==> src/rtl/idma_desc64_synth_pkg.sv <==
// Burst request type shared by the desc64 frontends and the iDMA backend.
package idma_desc64_synth_pkg;

  typedef struct packed {
    logic [3:0]  id;
    logic [63:0] src;
    logic [63:0] dst;
    logic [63:0] num_bytes;
    logic [3:0]  cache;
    logic [1:0]  burst;
    logic        decouple_rw;
    logic        deburst;
    logic        serialize;
  } burst_req_t;

endpackage

==> src/rtl/idma_desc64_burst_arbiter.sv <==
// Round-robin arbiter sharing one iDMA backend burst port among NumReq frontends;
// an in-order FIFO of granted indices routes each completion back to its owner.
module idma_desc64_burst_arbiter #(
  parameter int unsigned NumReq         = 2,
  parameter int unsigned MaxOutstanding = 8,
  parameter type         burst_req_t    = idma_desc64_synth_pkg::burst_req_t
) (
  input  logic                    clk_i,
  input  logic                    rst_ni,
  input  burst_req_t [NumReq-1:0] req_i,
  input  logic       [NumReq-1:0] req_valid_i,
  output logic       [NumReq-1:0] req_ready_o,
  output logic       [NumReq-1:0] rsp_valid_o,
  output burst_req_t              backend_req_o,
  output logic                    backend_valid_o,
  input  logic                    backend_ready_i,
  input  logic                    backend_rsp_valid_i,
  output logic                    busy_o,
  output logic                    err_o
);

  localparam int unsigned IdxW = (NumReq > 1) ? $clog2(NumReq) : 1;
  localparam int unsigned PtrW = $clog2(MaxOutstanding);

  typedef logic [IdxW-1:0] idx_t;
  typedef logic [PtrW-1:0] ptr_t;
  typedef logic [PtrW:0]   cnt_t;

  idx_t last_q;
  logic lock_q;
  idx_t lock_idx_q;
  idx_t fifo_q [MaxOutstanding];
  ptr_t wr_ptr_q, rd_ptr_q;
  cnt_t cnt_q;
  logic err_q;

  idx_t grant, cand;
  logic grant_vld;
  logic full, handshake, pop;

  // A stalled grant stays locked so the backend sees a stable request.
  always_comb begin
    grant     = lock_idx_q;
    grant_vld = 1'b0;
    cand      = '0;
    if (lock_q) begin
      grant_vld = req_valid_i[lock_idx_q];
    end else begin
      for (int unsigned i = 1; i <= NumReq; i++) begin
        cand = idx_t'((int'(last_q) + i) % NumReq);
        if (!grant_vld && req_valid_i[cand]) begin
          grant     = cand;
          grant_vld = 1'b1;
        end
      end
    end
  end

  // Full blocks issue even when a completion frees a slot this cycle.
  assign full            = (cnt_q == cnt_t'(MaxOutstanding));
  assign backend_valid_o = grant_vld & ~full;
  assign handshake       = backend_valid_o & backend_ready_i;
  assign backend_req_o   = req_i[grant];
  assign pop             = backend_rsp_valid_i & (cnt_q != '0);
  assign busy_o          = (cnt_q != '0) | (|req_valid_i);
  assign err_o           = err_q;

  always_comb begin
    req_ready_o        = '0;
    req_ready_o[grant] = handshake;
    rsp_valid_o        = '0;
    if (pop) begin
      rsp_valid_o[fifo_q[rd_ptr_q]] = 1'b1;
    end
  end

  always_ff @(posedge clk_i) begin
    if (!rst_ni) begin
      last_q     <= idx_t'(NumReq - 1);
      lock_q     <= 1'b0;
      lock_idx_q <= '0;
      wr_ptr_q   <= '0;
      rd_ptr_q   <= '0;
      cnt_q      <= '0;
      err_q      <= 1'b0;
    end else begin
      if (handshake) begin
        last_q   <= grant;
        lock_q   <= 1'b0;
        wr_ptr_q <= wr_ptr_q + ptr_t'(1);
      end else if (backend_valid_o) begin
        lock_q     <= 1'b1;
        lock_idx_q <= grant;
      end
      if (pop) begin
        rd_ptr_q <= rd_ptr_q + ptr_t'(1);
      end
      if (backend_rsp_valid_i && (cnt_q == '0)) begin
        err_q <= 1'b1;
      end
      case ({handshake, pop})
        2'b10:   cnt_q <= cnt_q + cnt_t'(1);
        2'b01:   cnt_q <= cnt_q - cnt_t'(1);
        default: cnt_q <= cnt_q;
      endcase
    end
  end

  always_ff @(posedge clk_i) begin
    if (handshake) begin
      fifo_q[wr_ptr_q] <= grant;
    end
  end

endmodule

==> config.mk <==
export PLATFORM = sky130hd
export DESIGN_NAME = idma_desc64_burst_arbiter
export DESIGN_NICKNAME = d
export VERILOG_FILES = /design/src/rtl/idma_desc64_synth_pkg.sv /design/src/rtl/idma_desc64_burst_arbiter.sv
export SDC_FILE = /design/constraint.sdc
export NUM_CORES = 1
export LEC_CHECK = 0
export CAP_MARGIN = 5
export CORE_AREA = 2 2 245 247
export CTS_BUF_LIST = sky130_fd_sc_hd__clkbuf_8
export DETAILED_ROUTE_END_ITERATION = 8
export DIE_AREA = 0 0 247 249
export PLACE_DENSITY_LB_ADDON = 0.05
export SLEW_MARGIN = 20
export SYNTH_ARGS = -nofsm -noshare
export SYNTH_HDL_FRONTEND = slang
export SYNTH_SLANG_ARGS = --single-unit
==> constraint.sdc <==
create_clock -name clk_i -period 2.4 [get_ports clk_i]
set_clock_uncertainty 0.05 [all_clocks]
set_input_delay 0.36 -clock clk_i [delete_from_list [all_inputs] [get_ports clk_i]]
set_output_delay 0.36 -clock clk_i [all_outputs]
set_load 0.05 [all_outputs]
# After elaboration in Yosys (flattened, before gate mapping)
# Memories as Yosys holds them, arrays and structs flattened. A register that Yosys moved wholly into a read port is not among the register bits.
# Cells that the tools add are included.
# op_classes
muxes	25
n_reduce_logical	11
n_eq_ne	3
addsub	6
order_cmp	7
bitwise_logic	8
# ops
op	n
205-bit 2-to-1 mux	2
1-bit 2-to-1 mux	17
1-bit by 2-bit less-than comparator with 1-bit output (second input constant)	5
4-bit case mux with 2 select lines	1
3-bit by 1-bit adder with 3-bit output (second input constant)	2
3-bit 2-to-1 mux	2
4-bit by 1-bit adder with 4-bit output (second input constant)	1
4-bit equality test (second input constant)	1
1-bit logical AND	4
4-bit logical NOT	1
4-bit nonzero test	1
2-bit OR reduction	2
4-bit by 1-bit subtractor with 4-bit output (second input constant)	1
1-bit AND	3
1-bit NOT	3
1-bit adder (second input constant)	2
2-bit AND	1
1-bit demux with 1-bit select	2
2-bit by 1-bit equality test with 1-bit output (second input constant)	1
2-bit equality test (second input constant)	1
1-bit >= comparator (second input constant)	2
2-bit 2-to-1 mux	1
2-bit AND reduction	1
2-bit nonzero test	1
other kinds (2)	2
# totals
ff_bits	14
output_inout_bits	212
in_bits	416
word_cells	68
ram_bits	8
memories	1
# mem_list
memory	depth	width	read_ports	rd_clocked_by_memory_dff	write_ports	line	rtl
fifo_q	8	1	1	1	1	idma_desc64_burst_arbiter.sv:32	idx_t fifo_q [MaxOutstanding];

# Longest topological paths before layout
# Gate-level depths: netlist of the first run.
# logic_depth
ltp_word	14
depth_mapped	11
mapped_depth_nobuf	10

# Worst setup path after synthesis of the first run
# Ideal clock, no wire load.
# synth_timing
kind	register -> register
start	reg cnt_q[1]
end	reg cnt_q[2]
stages_incl_launch_ff	10
synth_period_minus_slack_ps	2273
t_arrival_ps	2152
setup_slack_ps	127
t_required_ps	2279
setup_ps	71
n_path_buf	1
path_cell_list	dfxtp_1 > buf_4 > o41a_1 > ha_1 > xor2_1 > ha_1 > a21oi_1 > xor2_1 > or3_1 > a21oi_1
# synth_between
elab_cells_between_ends	12
cone_classes	add/sub (2); eq/ne (3); mux (1); bitwise (4); reduce/logical (2)
# synth_rtl
element	line	rtl
start, declared	idma_desc64_burst_arbiter.sv:34	cnt_t cnt_q;
start signal, assigned	idma_desc64_burst_arbiter.sv:102	2'b10: cnt_q <= cnt_q + cnt_t'(1);
start signal, assigned	idma_desc64_burst_arbiter.sv:103	2'b01: cnt_q <= cnt_q - cnt_t'(1);
start signal, assigned	idma_desc64_burst_arbiter.sv:104	default: cnt_q <= cnt_q;
4-bit nonzero test (*)	idma_desc64_burst_arbiter.sv:64	assign pop = backend_rsp_valid_i & (cnt_q != '0);
1-bit AND (*)	idma_desc64_burst_arbiter.sv:64	
named net pop	idma_desc64_burst_arbiter.sv:39	logic full, handshake, pop;
2-bit by 1-bit equality test with 1-bit output / 2-bit equality test (equally long branches)	idma_desc64_burst_arbiter.sv:101	case ({handshake, pop})
4-bit case mux with 2 select lines / 2-bit nonzero test (equally long branches)	n/a	
# The timed path passes the listed nets; every way through them passes the cells marked *.
# A chain may end at the register's enable or synchronous reset.

==> summary.log, run 1 <==
INFO  timing         final_hold_vios=0
INFO  clock_network  ctsHtreeMaxLevel=1
INFO  drt            firstDrtPassIters=5
INFO  die            placeableCoreArea=58,700squm
INFO  finish         final_net_count=1,848
INFO  timing         final.min_clock_period=2.30ns
INFO  global_routing met2_layer_usage_reported_by_global_route=28.0%
INFO  finish         post_route_cells_drive_above_1_share=22.3%
INFO  clock_network  tritoncts.num_buffers=3
INFO  synth          yosys_register_bits=25
INFO  global_routing grt_max_degree=39
INFO  timing         timing.setup.tns=0ns
INFO  setup_path     critical_path.reg2reg.endpoint=cnt_q[2]
INFO  finish         layout_common_cells=sky130_fd_sc_hd__nand2_1, sky130_fd_sc_hd__clkdlybuf4s50_1, sky130_fd_sc_hd__buf_12, sky130_fd_sc_hd__buf_4, sky130_fd_sc_hd__nand2_2
INFO  synth          main_flop_type_after_synthesis=sky130_fd_sc_hd__dfxtp_1
INFO  drt            initialDrtViolationCount=249
INFO  finish         syn_to_final_growth=242%
INFO  setup_path     ff2ff_path_depth=10
INFO  timing         period_share=96.0%
INFO  drt            wl_per_cell=21.2microns
INFO  drt            detail_route_antenna_nets=0
INFO  min_path       holdPathEnd=err_o
INFO  drt            drt-total-wl=46,900microns
INFO  synth          synth-seq-area-share=15.3%
INFO  timing         worst-slew-pin-transition=0.492ns
INFO  synth          synth_area=3800squm
INFO  clock_network  clk_pin_slew=0.09ns
INFO  global_routing grt_pass1_vias=7,149
INFO  synth          number_of_synthesized_flops_with_an_enable_pin=8
INFO  timing         final_critical_path_setup_slack=0.0957ns
INFO  global_routing grt.met3_usage=3.07%
INFO  synth          synth.net_count=1,201
INFO  setup_path     startpoint_types=flip-flop
INFO  min_path       hold_path_class=reg -> reg
INFO  finish         seqCellArea=587squm
INFO  finish         multi_input_area=3020squm
INFO  place          worst_slack_placed=-0.304ns
INFO  die            ios=628
INFO  drt            post-route-drc-count=0
INFO  setup_path     worstSetupPathType=reg -> out
INFO  clock_network  clock_sinks=25
INFO  synth          netlist-cell-type-count=43
INFO  power_and_ir_drop total_chip_power=8.61mW
INFO  finish         final_util=22.1%
INFO  synth          synthArstFlopShare=0%
INFO  timing         slew_headroom=67.1%
INFO  drt            via_count=7,267
INFO  setup_path     timing.critical_path.required=1.99ns
INFO  global_routing top_usage_layer=met2
INFO  timing         slew_violations=0
INFO  place          gp_congestion=0.877
INFO  drt            via_per_inst=3.29
INFO  place          buffer_ports.inserted=627
INFO  timing         grt_setup_unrepaired=yes
INFO  global_routing grt-ovfl-total=0
INFO  synth          yosysWarnings=0
INFO  setup_path     reg2reg_setup_slack=0.24ns
INFO  min_path       min_path_cells=2
INFO  setup_path     startpoint=lock_q
INFO  die            core.rowCount=89
INFO  finish         fillCellCount=6,539
INFO  die            die_h=249microns
INFO  min_path       holdCritStartpoint=err_o
INFO  setup_path     r2r-start=lock_idx_q
INFO  die            initial_core_util=6.48%
INFO  setup_path     critical_path_maximum_fanout=9
INFO  synth          netlist_instances=780
INFO  global_routing global_route.usage.met1=15.1%
INFO  finish         layout.cells.most_common=sky130_fd_sc_hd__nand2_1
INFO  clock_network  cts_tree=built
INFO  die            die_w=247microns
INFO  clock_network  ctsRootBufferMaster=sky130_fd_sc_hd__clkbuf_8
INFO  clock_network  max-clock-path-buffers=2
INFO  power_and_ir_drop power.density=663nW/um^2
INFO  place          hpwl=40,800microns
INFO  global_routing antenna_found_initial=14
INFO  setup_path     timing.critical_path.to_type=primary output
INFO  synth          synth_top_cell_by_area=sky130_fd_sc_hd__nand2_1
INFO  clock_network  clkLatencyLatePin=0.27ns
INFO  setup_path     critical_path_arrival=1.89ns
INFO  timing         timing.fmax=0.434GHz
INFO  job            cap_viol_max_count=0
INFO  run_status     outcome=finished, final reports clean
INFO  die            die_area=61,500squm
INFO  power_and_ir_drop worst_ir_drop_vdd=0.260mV
INFO  global_routing global_route_wire_length_before_repair=60,100microns
INFO  synth          synthDominantCellAreaShare=61.8%
INFO  synth          syn-mean-instance-area=4.88squm
INFO  global_routing grt_util_all_layers=14.1%
INFO  power_and_ir_drop cellLeakagePower=5.99nW
INFO  synth          ys_top_cells_by_area=sky130_fd_sc_hd__nand2_1, sky130_fd_sc_hd__dfxtp_1, sky130_fd_sc_hd__edfxtp_1
INFO  timing         setup_viol=0
-- layer usage --
metal | share of wire, % | up-vias | wire length [microns]
li1 | - | 3683 | -
met1 | 37 | 3195 | 17300
met2 | 55 | 375 | 25600
met3 | 7.7 | 14 | 3610
met4 | 0.77 | 0 | 362
met5 | 0 | - | 0
-- worst max path at each step --
stage | to | slack, ns
final | backend_req_o[89] | 0.1
after global routing | cnt_q[2] | -0.03
after CTS | backend_req_o[56] | 0.01
after detailed placement | cnt_q[2] | -0.30
after global placement | cnt_q[2] | -0.38
after floorplan | cnt_q[2] | 0.13
-- cell type report --
cell class,instances,share of cell area [%]
antenna,11,0.212
clock buffer,3,0.318
clock inverter,1,0.0578
inverter,4,0.212
multi-input combinational,701,23.2
sequential,25,4.52
tap,773,7.44
timing repair buffer,692,64.0
-- worst max-delay path, stage by stage, from the launching register on --
cell and delay [ns]:
sky130_fd_sc_hd__dfxtp_4 0.39, sky130_fd_sc_hd__nand2b_4 0.13, sky130_fd_sc_hd__o22ai_4 0.06, sky130_fd_sc_hd__buf_12 0.14
sky130_fd_sc_hd__buf_12 0.13, sky130_fd_sc_hd__inv_12 0.09, sky130_fd_sc_hd__buf_16 0.16, sky130_fd_sc_hd__clkbuf_16 0.17
sky130_fd_sc_hd__nand2_1 0.05, sky130_fd_sc_hd__nand2_1 0.11, sky130_fd_sc_hd__buf_12 0.15
-- timing repair --
| item | CTS | global route |
|---|---|---|
| pin swaps | 1 | 1 |
| hold buffers | 0 | 0 |
| cloned | 2 | 7 |
| gates resized for setup | 22 | 44 |
| setup endpoints to repair | 208 | 72 |
| buffers inserted | 9 | 1 |
-- stage by stage --
step           area, sq um  std cells  hold WS [ns]
2_1_floorplan         3800        780         0.434
3_3_place_gp         12400       2176         0.416
3_5_place_dp         12400       2176         0.414
4_1_cts              12700       2191         0.439
5_1_grt              13000       2205         0.477
6_report             13000       2210         0.429
-- where the power goes --
group | internal [mW] | total (mW) | switching (mW)
registers | 0.520 | 0.614 | 0.0941
logic | 3.40 | 7.73 | 4.34
clock network | 0.118 | 0.261 | 0.143
-- Yosys cell counts, types with 2 or more instances --
master                     number
sky130_fd_sc_hd__nand2_1      626
sky130_fd_sc_hd__buf_2         26
sky130_fd_sc_hd__dfxtp_1       17
sky130_fd_sc_hd__nor2_1        12
sky130_fd_sc_hd__buf_4         11
sky130_fd_sc_hd__clkbuf_1      11
sky130_fd_sc_hd__edfxtp_1       8
sky130_fd_sc_hd__mux2i_1        6
sky130_fd_sc_hd__ha_1           5
sky130_fd_sc_hd__nand2b_1       5
sky130_fd_sc_hd__a21oi_1        4
sky130_fd_sc_hd__nor3_1         4
sky130_fd_sc_hd__xor2_1         4
sky130_fd_sc_hd__inv_1          3
sky130_fd_sc_hd__nand3_1        3
sky130_fd_sc_hd__nor2b_1        3
sky130_fd_sc_hd__nor4_1         3
sky130_fd_sc_hd__buf_6          2
sky130_fd_sc_hd__mux4_2         2
sky130_fd_sc_hd__o21ai_0        2
-- kinds of logic after synthesis --
family / share of synthesized area (%)
mux: 2.76
compound gates: 4.41
flops: 15.3
simple gates: 67.1
fa+ha+maj: 1.64
buf+inv: 7.66
xor+xnor: 1.15
(Power assumes the default switching activity.)
==> inputs of run 2 (changes only) <==
--- a/config.mk
+++ b/config.mk
@@ -5,11 +5,11 @@
 export SDC_FILE = /design/constraint.sdc
 export NUM_CORES = 1
 export LEC_CHECK = 0
-export CAP_MARGIN = 5
-export CORE_AREA = 2 2 245 247
+export CORE_AREA = 2 2 247 249
 export CTS_BUF_LIST = sky130_fd_sc_hd__clkbuf_8
 export DETAILED_ROUTE_END_ITERATION = 8
-export DIE_AREA = 0 0 247 249
+export DIE_AREA = 0 0 249 251
+export DONT_BUFFER_PORTS = 1
 export PLACE_DENSITY_LB_ADDON = 0.05
 export SLEW_MARGIN = 20
 export SYNTH_ARGS = -nofsm -noshare
==> run 2 against run 1 <==
Effect of this change: wire length down 17%; setup slack improved by 0.0013 ns; register-to-register slack worse by 0.08 ns; fmax hardly changed; flip-flop and latch count unchanged; critical path depth did not move; critical path type unchanged; critical endpoint is now backend_req_o[52]; highest routed layer is now met5.
==> summary.log, run 2 (synthesis results as in run 1) <==
INFO  run_status     outcome=finished, final reports clean [unchanged]
INFO  drt            via_per_inst=3.33 [was 3.29]
INFO  setup_path     timing.critical_path.to_type=primary output [unchanged]
INFO  die            ios=628 [unchanged]
INFO  setup_path     critical_path_depth=10 [unchanged]
INFO  drt            firstDrtPassIters=6 [was 5]
INFO  setup_path     startpoint_types=flip-flop [unchanged]
INFO  setup_path     ff2ff_path_depth=8 [was 10]
INFO  die            core.rowCount=90 [was 89]
INFO  die            die_area=62,500squm [was 61,500 sq um]
INFO  drt            drt-total-wl=39,000microns [was 46,900 microns]
INFO  setup_path     crit_path_end=backend_req_o[52] [was backend_req_o[89]]
INFO  global_routing grt_max_degree=57 [was 39]
INFO  clock_network  ctsHtreeMaxLevel=1 [unchanged]
INFO  setup_path     critical_path.cell_chain=nand2b_4 > o22ai_4 > buf_12 > inv_12 > buf_12 > buf_12 > buf_4 > nand2_1 > nand2_1 > buf_12 [was nand2b_4 > o22ai_4 > buf_12 > buf_12 > inv_12 > buf_16 > clkbuf_16 > nand2_1 > nand2_1 > buf_12]
INFO  global_routing global_route_wire_length_before_repair=49,600microns [was 60,100 microns]
INFO  place          gp_congestion=0.796 [was 0.877]
INFO  job            cap_viol_max_count=0 [unchanged]
INFO  place          postPlaceCellArea=8980squm [was 12,400 sq um]
INFO  place          hpwl=33,400microns [was 40,800 microns]
INFO  finish         final_net_count=1,403 [was 1,848]
INFO  clock_network  clkLatencyLatePin=0.27ns [about the same]
INFO  clock_network  clock_sinks=25 [unchanged]
INFO  global_routing grt-ovfl-total=0 [unchanged]
INFO  place          buffer_ports.inserted=0 [was 627]
INFO  setup_path     critical_path_maximum_fanout=9 [unchanged]
INFO  drt            initialDrtViolationCount=238 [was 249]
INFO  setup_path     worstSetupPathType=reg -> out [unchanged]
INFO  die            placeableCoreArea=59,800squm [was 58,700 sq um]
INFO  setup_path     sum_of_buffers_and_inverters_on_the_critical_path=6 [unchanged]
INFO  global_routing grt_pass1_vias=5,916 [was 7,149]
INFO  min_path       min_path_cells=1 [was 2]
INFO  global_routing antenna_found_initial=5 [was 14]
INFO  setup_path     crit_slowest_cell=sky130_fd_sc_hd__dfxtp_2 [was sky130_fd_sc_hd__dfxtp_4]
INFO  finish         syn_to_final_growth=145% [was 242%]
INFO  timing         fin_worst_hold_slack=0.130ns [was 0.429 ns]
INFO  timing         timing.setup.tns=0ns [unchanged]
INFO  finish         postLayoutCellArea=9320squm [was 13,000 sq um]
INFO  place          place_inst=1,748 [was 2,176]
INFO  setup_path     startpoint=lock_q [unchanged]
INFO  drt            wl_per_cell=22.1microns [was 21.2 microns]
INFO  setup_path     critical_path_arrival=1.89ns [about the same]
INFO  setup_path     timing.critical_path.required=1.99ns [about the same]
INFO  die            die_w=249microns [was 247 microns]
INFO  setup_path     cp_top_family=buffers and inverters [unchanged]
INFO  global_routing grt_util_all_layers=11.3% [was 14.1%]
INFO  drt            via_count=5,876 [was 7,267]
INFO  finish         seqCellArea=583squm [was 587 sq um]
INFO  timing         slew_violations=0 [unchanged]
INFO  drt            post-route-drc-count=0 [unchanged]
INFO  setup_path     worst_path_most_repeated_cell=sky130_fd_sc_hd__buf_12 [unchanged]
INFO  clock_network  cts_tree=built [unchanged]
INFO  power_and_ir_drop cellLeakagePower=4.50nW [was 5.99 nW]
INFO  clock_network  clk_pin_slew=0.10ns [was 0.09 ns]
INFO  power_and_ir_drop power.density=888nW/um^2 [was 663 nW/um^2]
INFO  timing         setup_viol=0 [unchanged]
INFO  timing         timing.fmax=0.434GHz [about the same]
INFO  drt            detail_route_antenna_nets=0 [unchanged]
INFO  finish         multi_input_area=2960squm [was 3020 sq um]
INFO  setup_path     critical_path.reg2reg.endpoint=cnt_q[2] [unchanged]
INFO  timing         worst-slew-pin-transition=0.558ns [was 0.492 ns]
INFO  timing         slew_headroom=62.7% [was 67.1%]
INFO  finish         layout.cells.most_common=sky130_fd_sc_hd__nand2_1 [unchanged]
INFO  timing         final_hold_vios=0 [unchanged]
INFO  clock_network  tritoncts.num_buffers=3 [unchanged]
INFO  timing         final.min_clock_period=2.30ns [about the same]
INFO  die            initial_core_util=6.36% [was 6.48%]
INFO  setup_path     r2r-start=cnt_q[0] [was lock_idx_q]
INFO  setup_path     worst_path_largest_cell_delay=0.36ns [was 0.39 ns]
INFO  finish         fillCellCount=6,855 [was 6,539]
INFO  power_and_ir_drop total_chip_power=8.28mW [was 8.61 mW]
INFO  die            die_h=251microns [was 249 microns]
INFO  min_path       hold_path_class=in -> reg [was reg -> reg]
INFO  timing         grt_setup_unrepaired=yes [unchanged]
INFO  finish         post_route_cells_drive_above_1_share=27.4% [was 22.3%]
INFO  setup_path     reg2reg_setup_slack=0.16ns [was 0.24 ns]
INFO  clock_network  max-clock-path-buffers=2 [unchanged]
INFO  timing         period_share=96.0% [about the same]
INFO  clock_network  ctsRootBufferMaster=sky130_fd_sc_hd__clkbuf_8 [unchanged]
INFO  finish         layout_common_cells=sky130_fd_sc_hd__nand2_1, sky130_fd_sc_hd__buf_12, sky130_fd_sc_hd__buf_4, sky130_fd_sc_hd__dfxtp_1, sky130_fd_sc_hd__nor2_1 [was sky130_fd_sc_hd__nand2_1, sky130_fd_sc_hd__clkdlybuf4s50_1, sky130_fd_sc_hd__buf_12, sky130_fd_sc_hd__buf_4, sky130_fd_sc_hd__nand2_2]
INFO  power_and_ir_drop worst_ir_drop_vdd=0.239mV [was 0.260 mV]
INFO  finish         layout.cells.non_filler=1,766 [was 2,210]
INFO  clock_network  number_of_buffers_inserted_by_hold_repair_at_cts=0 [unchanged]
## run 2: cell count changes in the layout (fill, tap and decap cells not counted), sizes merged
| cell | delta |
|---|---|
| clkdlybuf4s15 | -1 |
| bufbuf | +1 |
| clkbuf | -2 |
| clkdlybuf4s50 | -414 |
| dlygate4sd2 | -1 |
| buf | -28 |
| diode | -8 |
## run 2: worst min-delay path by stage
stage,from,to
finish,backend_ready_i,lock_idx_q
global route,backend_ready_i,lock_idx_q
CTS,backend_ready_i,lock_idx_q
detailed placement,backend_ready_i,lock_idx_q
global placement,backend_ready_i,lock_idx_q
floorplan,cnt_q[3],cnt_q[3]
## run 2: cell type report
type,instances,area share [%]
timing repair buffer,247,50.6
multi-input combinational,701,31.8
tap,782,10.5
sequential,25,6.26
clock buffer,3,0.443
inverter,4,0.295
clock inverter,1,0.0805
antenna,3,0.0805
## run 2: routing by layer
| metal | global-route usage [%] | part of all wire (%) | vias up | wire (microns) |
|---|---|---|---|---|
| met5 | 0 | 0.069 | - | 27 |
| met4 | 1.65 | 1.1 | 4 | 433 |
| met3 | 3.26 | 7.9 | 18 | 3060 |
| met2 | 21.4 | 53 | 365 | 20800 |
| met1 | 12.5 | 38 | 2704 | 14700 |
| li1 | - | - | 2785 | - |
## run 2: report_power, final
| part | internal [mW] | total, mW | switching [mW] |
|---|---|---|---|
| Combinational | 3.12 | 7.39 | 4.27 |
| Clock | 0.118 | 0.262 | 0.144 |
| Sequential | 0.518 | 0.628 | 0.110 |
## run 2: per-stage QoR
stage | util, % | worst slack [ns]
after floorplan | - | 0.127
after global placement | 15.0 | 0.0831
after global routing | 15.6 | -0.0108
after detailed placement | 15.0 | 0.145
final | 15.6 | 0.0970
after CTS | 15.4 | 0.000688
## run 2: repair_timing
item / in CTS / in global routing
endpoints found under the hold margin: 0 / 0
gates resized for setup: 7 / 10
setup buffers: 3 / 3
pin swaps: 1 / 0
endpoints found under the setup margin: 80 / 122
cloned: 2 / 4
==> inputs of run 3 (changes only) <==
--- a/config.mk
+++ b/config.mk
@@ -5,10 +5,10 @@
 export SDC_FILE = /design/constraint.sdc
 export NUM_CORES = 1
 export LEC_CHECK = 0
-export CORE_AREA = 2 2 247 249
+export CORE_AREA = 4 4 242 244
 export CTS_BUF_LIST = sky130_fd_sc_hd__clkbuf_8
 export DETAILED_ROUTE_END_ITERATION = 8
-export DIE_AREA = 0 0 249 251
+export DIE_AREA = 0 0 246 248
 export DONT_BUFFER_PORTS = 1
 export PLACE_DENSITY_LB_ADDON = 0.05
 export SLEW_MARGIN = 20
==> run 3 against run 2 <==
Effect of this change: final area is 0.43% lower; sequential share of layout area barely moved; cell count decreased by 1.5%; wire length fell by 0.84%; non-clock buffer count grew 1; flip-flop and latch count did not move; critical endpoint is now backend_req_o[49]; clock power about the same.
==> summary.log, run 3 (synthesis results as in run 1) <==
INFO  run_status     outcome=finished, final reports clean [unchanged]
INFO  min_path       hold_path_class=in -> reg [unchanged]
INFO  global_routing grt_util_all_layers=11.1% [was 11.3%]
INFO  timing         setup_viol=0 [unchanged]
INFO  power_and_ir_drop cellLeakagePower=4.47nW [was 4.50 nW]
INFO  clock_network  clock_sinks=25 [unchanged]
INFO  finish         layout.cells.non_filler=1,739 [was 1,766]
INFO  clock_network  clk_pin_slew=0.09ns [was 0.10 ns]
INFO  min_path       holdPathEnd=lock_idx_q [unchanged]
INFO  power_and_ir_drop worst_ir_drop_vdd=0.232mV [was 0.239 mV]
INFO  finish         post_route_cells_drive_above_1_share=29.5% [was 27.4%]
INFO  timing         period_share=97.1% [was 96.0%]
INFO  die            core.rowCount=87 [was 90]
INFO  setup_path     r2r-start=lock_idx_q [was cnt_q[0]]
INFO  place          hpwl=34,500microns [was 33,400 microns]
INFO  setup_path     critical_path.reg2reg.endpoint=cnt_q[2] [unchanged]
INFO  drt            post-route-drc-count=0 [unchanged]
INFO  global_routing grt_max_degree=53 [was 57]
INFO  die            ios=628 [unchanged]
INFO  finish         syn_to_final_growth=144% [was 145%]
INFO  die            die_h=248microns [was 251 microns]
INFO  min_path       holdCritStartpoint=backend_ready_i [unchanged]
INFO  clock_network  ctsRootBufferMaster=sky130_fd_sc_hd__clkbuf_8 [unchanged]
INFO  setup_path     reg2reg_setup_slack=0.18ns [was 0.16 ns]
INFO  clock_network  clkLatencyLatePin=0.27ns [about the same]
INFO  finish         layout.cells.most_common=sky130_fd_sc_hd__nand2_1 [unchanged]
INFO  global_routing antenna_found_initial=7 [was 5]
INFO  place          place_inst=1,727 [was 1,748]
INFO  timing         slew_violations=0 [unchanged]
INFO  global_routing global_route_wire_length_before_repair=48,000microns [was 49,600 microns]
INFO  setup_path     critical_path_maximum_fanout=31 [was 9]
INFO  global_routing grt_pass1_vias=5,729 [was 5,916]
INFO  job            cap_viol_max_count=0 [unchanged]
INFO  power_and_ir_drop total_chip_power=8.23mW [was 8.28 mW]
INFO  die            initial_core_util=6.76% [was 6.36%]
INFO  drt            wl_per_cell=22.2microns [was 22.1 microns]
INFO  drt            drt-total-wl=38,600microns [was 39,000 microns]
INFO  timing         final_hold_vios=0 [unchanged]
INFO  clock_network  cts_tree=built [unchanged]
INFO  setup_path     timing.critical_path.required=1.99ns [about the same]
INFO  clock_network  ctsHtreeMaxLevel=1 [unchanged]
INFO  die            die_area=61,000squm [was 62,500 sq um]
INFO  timing         fin_worst_hold_slack=0.128ns [was 0.130 ns]
INFO  timing         slew_headroom=62.7% [about the same]
INFO  setup_path     timing.critical_path.to_type=primary output [unchanged]
INFO  drt            initialDrtViolationCount=255 [was 238]
INFO  drt            firstDrtPassIters=4 [was 6]
INFO  die            die_w=246microns [was 249 microns]
INFO  timing         grt_setup_unrepaired=yes [unchanged]
INFO  setup_path     worstSetupPathType=reg -> out [unchanged]
INFO  drt            via_per_inst=3.33 [about the same]
INFO  timing         timing.fmax=0.429GHz [was 0.434 GHz]
INFO  timing         worst-slew-pin-transition=0.559ns [was 0.558 ns]
INFO  place          buffer_ports.inserted=0 [unchanged]
INFO  setup_path     ff2ff_path_depth=10 [was 8]
INFO  place          gp_congestion=0.761 [was 0.796]
INFO  drt            detail_route_antenna_nets=0 [unchanged]
INFO  clock_network  tritoncts.num_buffers=3 [unchanged]
INFO  finish         final_net_count=1,404 [was 1,403]
INFO  timing         final.min_clock_period=2.33ns [was 2.30 ns]
INFO  setup_path     startpoint_types=flip-flop [unchanged]
INFO  power_and_ir_drop power.density=887nW/um^2 [was 888 nW/um^2]
INFO  global_routing grt-ovfl-total=0 [unchanged]
INFO  die            placeableCoreArea=56,300squm [was 59,800 sq um]
INFO  drt            via_count=5,793 [was 5,876]
INFO  min_path       min_path_cells=1 [unchanged]
INFO  setup_path     startpoint=lock_q [unchanged]
INFO  clock_network  max-clock-path-buffers=2 [unchanged]
INFO  finish         layout_common_cells=sky130_fd_sc_hd__nand2_1, sky130_fd_sc_hd__buf_12, sky130_fd_sc_hd__nand2_2, sky130_fd_sc_hd__buf_4, sky130_fd_sc_hd__dfxtp_1 [was sky130_fd_sc_hd__nand2_1, sky130_fd_sc_hd__buf_12, sky130_fd_sc_hd__buf_4, sky130_fd_sc_hd__dfxtp_1, sky130_fd_sc_hd__nor2_1]
INFO  setup_path     critical_path_arrival=1.92ns [was 1.89 ns]
INFO  finish         final_util=16.5% [was 15.6%]
[run 3: cell count changes in the layout (fill, tap and decap cells not counted), sizes merged]
cell	before	now
buf	242	247
diode	3	1
clkbuf	7	4
bufbuf	1	0
[run 3: layout make-up]
| class | count | area (sq um) |
|---|---|---|
| multi-input cells | 701 | 3010 |
| repair buffers | 248 | 4670 |
| diodes | 1 | 2.50 |
| clock buffers | 3 | 41.3 |
| flip-flops and latches | 25 | 584 |
| inverters | 4 | 20.0 |
| well taps | 756 | 946 |
| fillers | 6433 | 47000 |
| clock inverters | 1 | 7.51 |
[run 3: how the worst max path moves through the flow]
stage | to
after floorplan | cnt_q[2]
after global placement | cnt_q[2]
after detailed placement | cnt_q[2]
after CTS | backend_req_o[174]
after global routing | backend_req_o[49]
final | backend_req_o[49]
[run 3: layer usage]
| layer | routed length (microns) | global-route usage (%) | part of all wire (%) | vias up |
|---|---|---|---|---|
| li1 | - | - | - | 2780 |
| met1 | 14600 | 13.0 | 38 | 2607 |
| met2 | 20100 | 20.6 | 52 | 376 |
| met3 | 3550 | 3.55 | 9.2 | 22 |
| met4 | 319 | 1.08 | 0.83 | 8 |
| met5 | 48 | 0 | 0.12 | - |
[run 3: power by group]
| group | leakage (nW) | switching [mW] | total, mW | internal [mW] |
|---|---|---|---|---|
| sequential | 0.214 | 0.104 | 0.623 | 0.519 |
| combinational | 4.24 | 4.24 | 7.35 | 3.10 |
| clock | 0.0217 | 0.145 | 0.263 | 0.118 |
[run 3: worst max-delay path, cell delays in order, from the launching register on]
cell and delay, ns:
sky130_fd_sc_hd__dfxtp_2 0.35, sky130_fd_sc_hd__nand2b_4 0.15, sky130_fd_sc_hd__o22ai_4 0.22, sky130_fd_sc_hd__buf_12 0.18, sky130_fd_sc_hd__buf_16 0.18, sky130_fd_sc_hd__buf_4 0.19, sky130_fd_sc_hd__nand2_1 0.06, sky130_fd_sc_hd__nand2_1 0.13
sky130_fd_sc_hd__buf_12 0.15
[run 3: repair_timing]
item                                    4_1_cts  5_1_grt
resized for setup                             9       31
hold buffers                                  0        0
gates cloned                                  2        1
pin swaps                                     1        1
endpoints found under the setup margin       80      148
hold endpoints to repair                      0        0
setup buffers                                 3        1
[run 3: metrics by stage]
| step | setup TNS [ns] | instance area [sq um] | setup slack [ns] |
|---|---|---|---|
| after CTS | -0.0528 | 9140 | -0.0142 |
| after global placement | 0 | 8970 | 0.00852 |
| after floorplan | 0 | 3800 | 0.127 |
| after global routing | -1.58 | 9280 | -0.0505 |
| after detailed placement | 0 | 8970 | 0.114 |
| final | 0 | 9280 | 0.0703 |
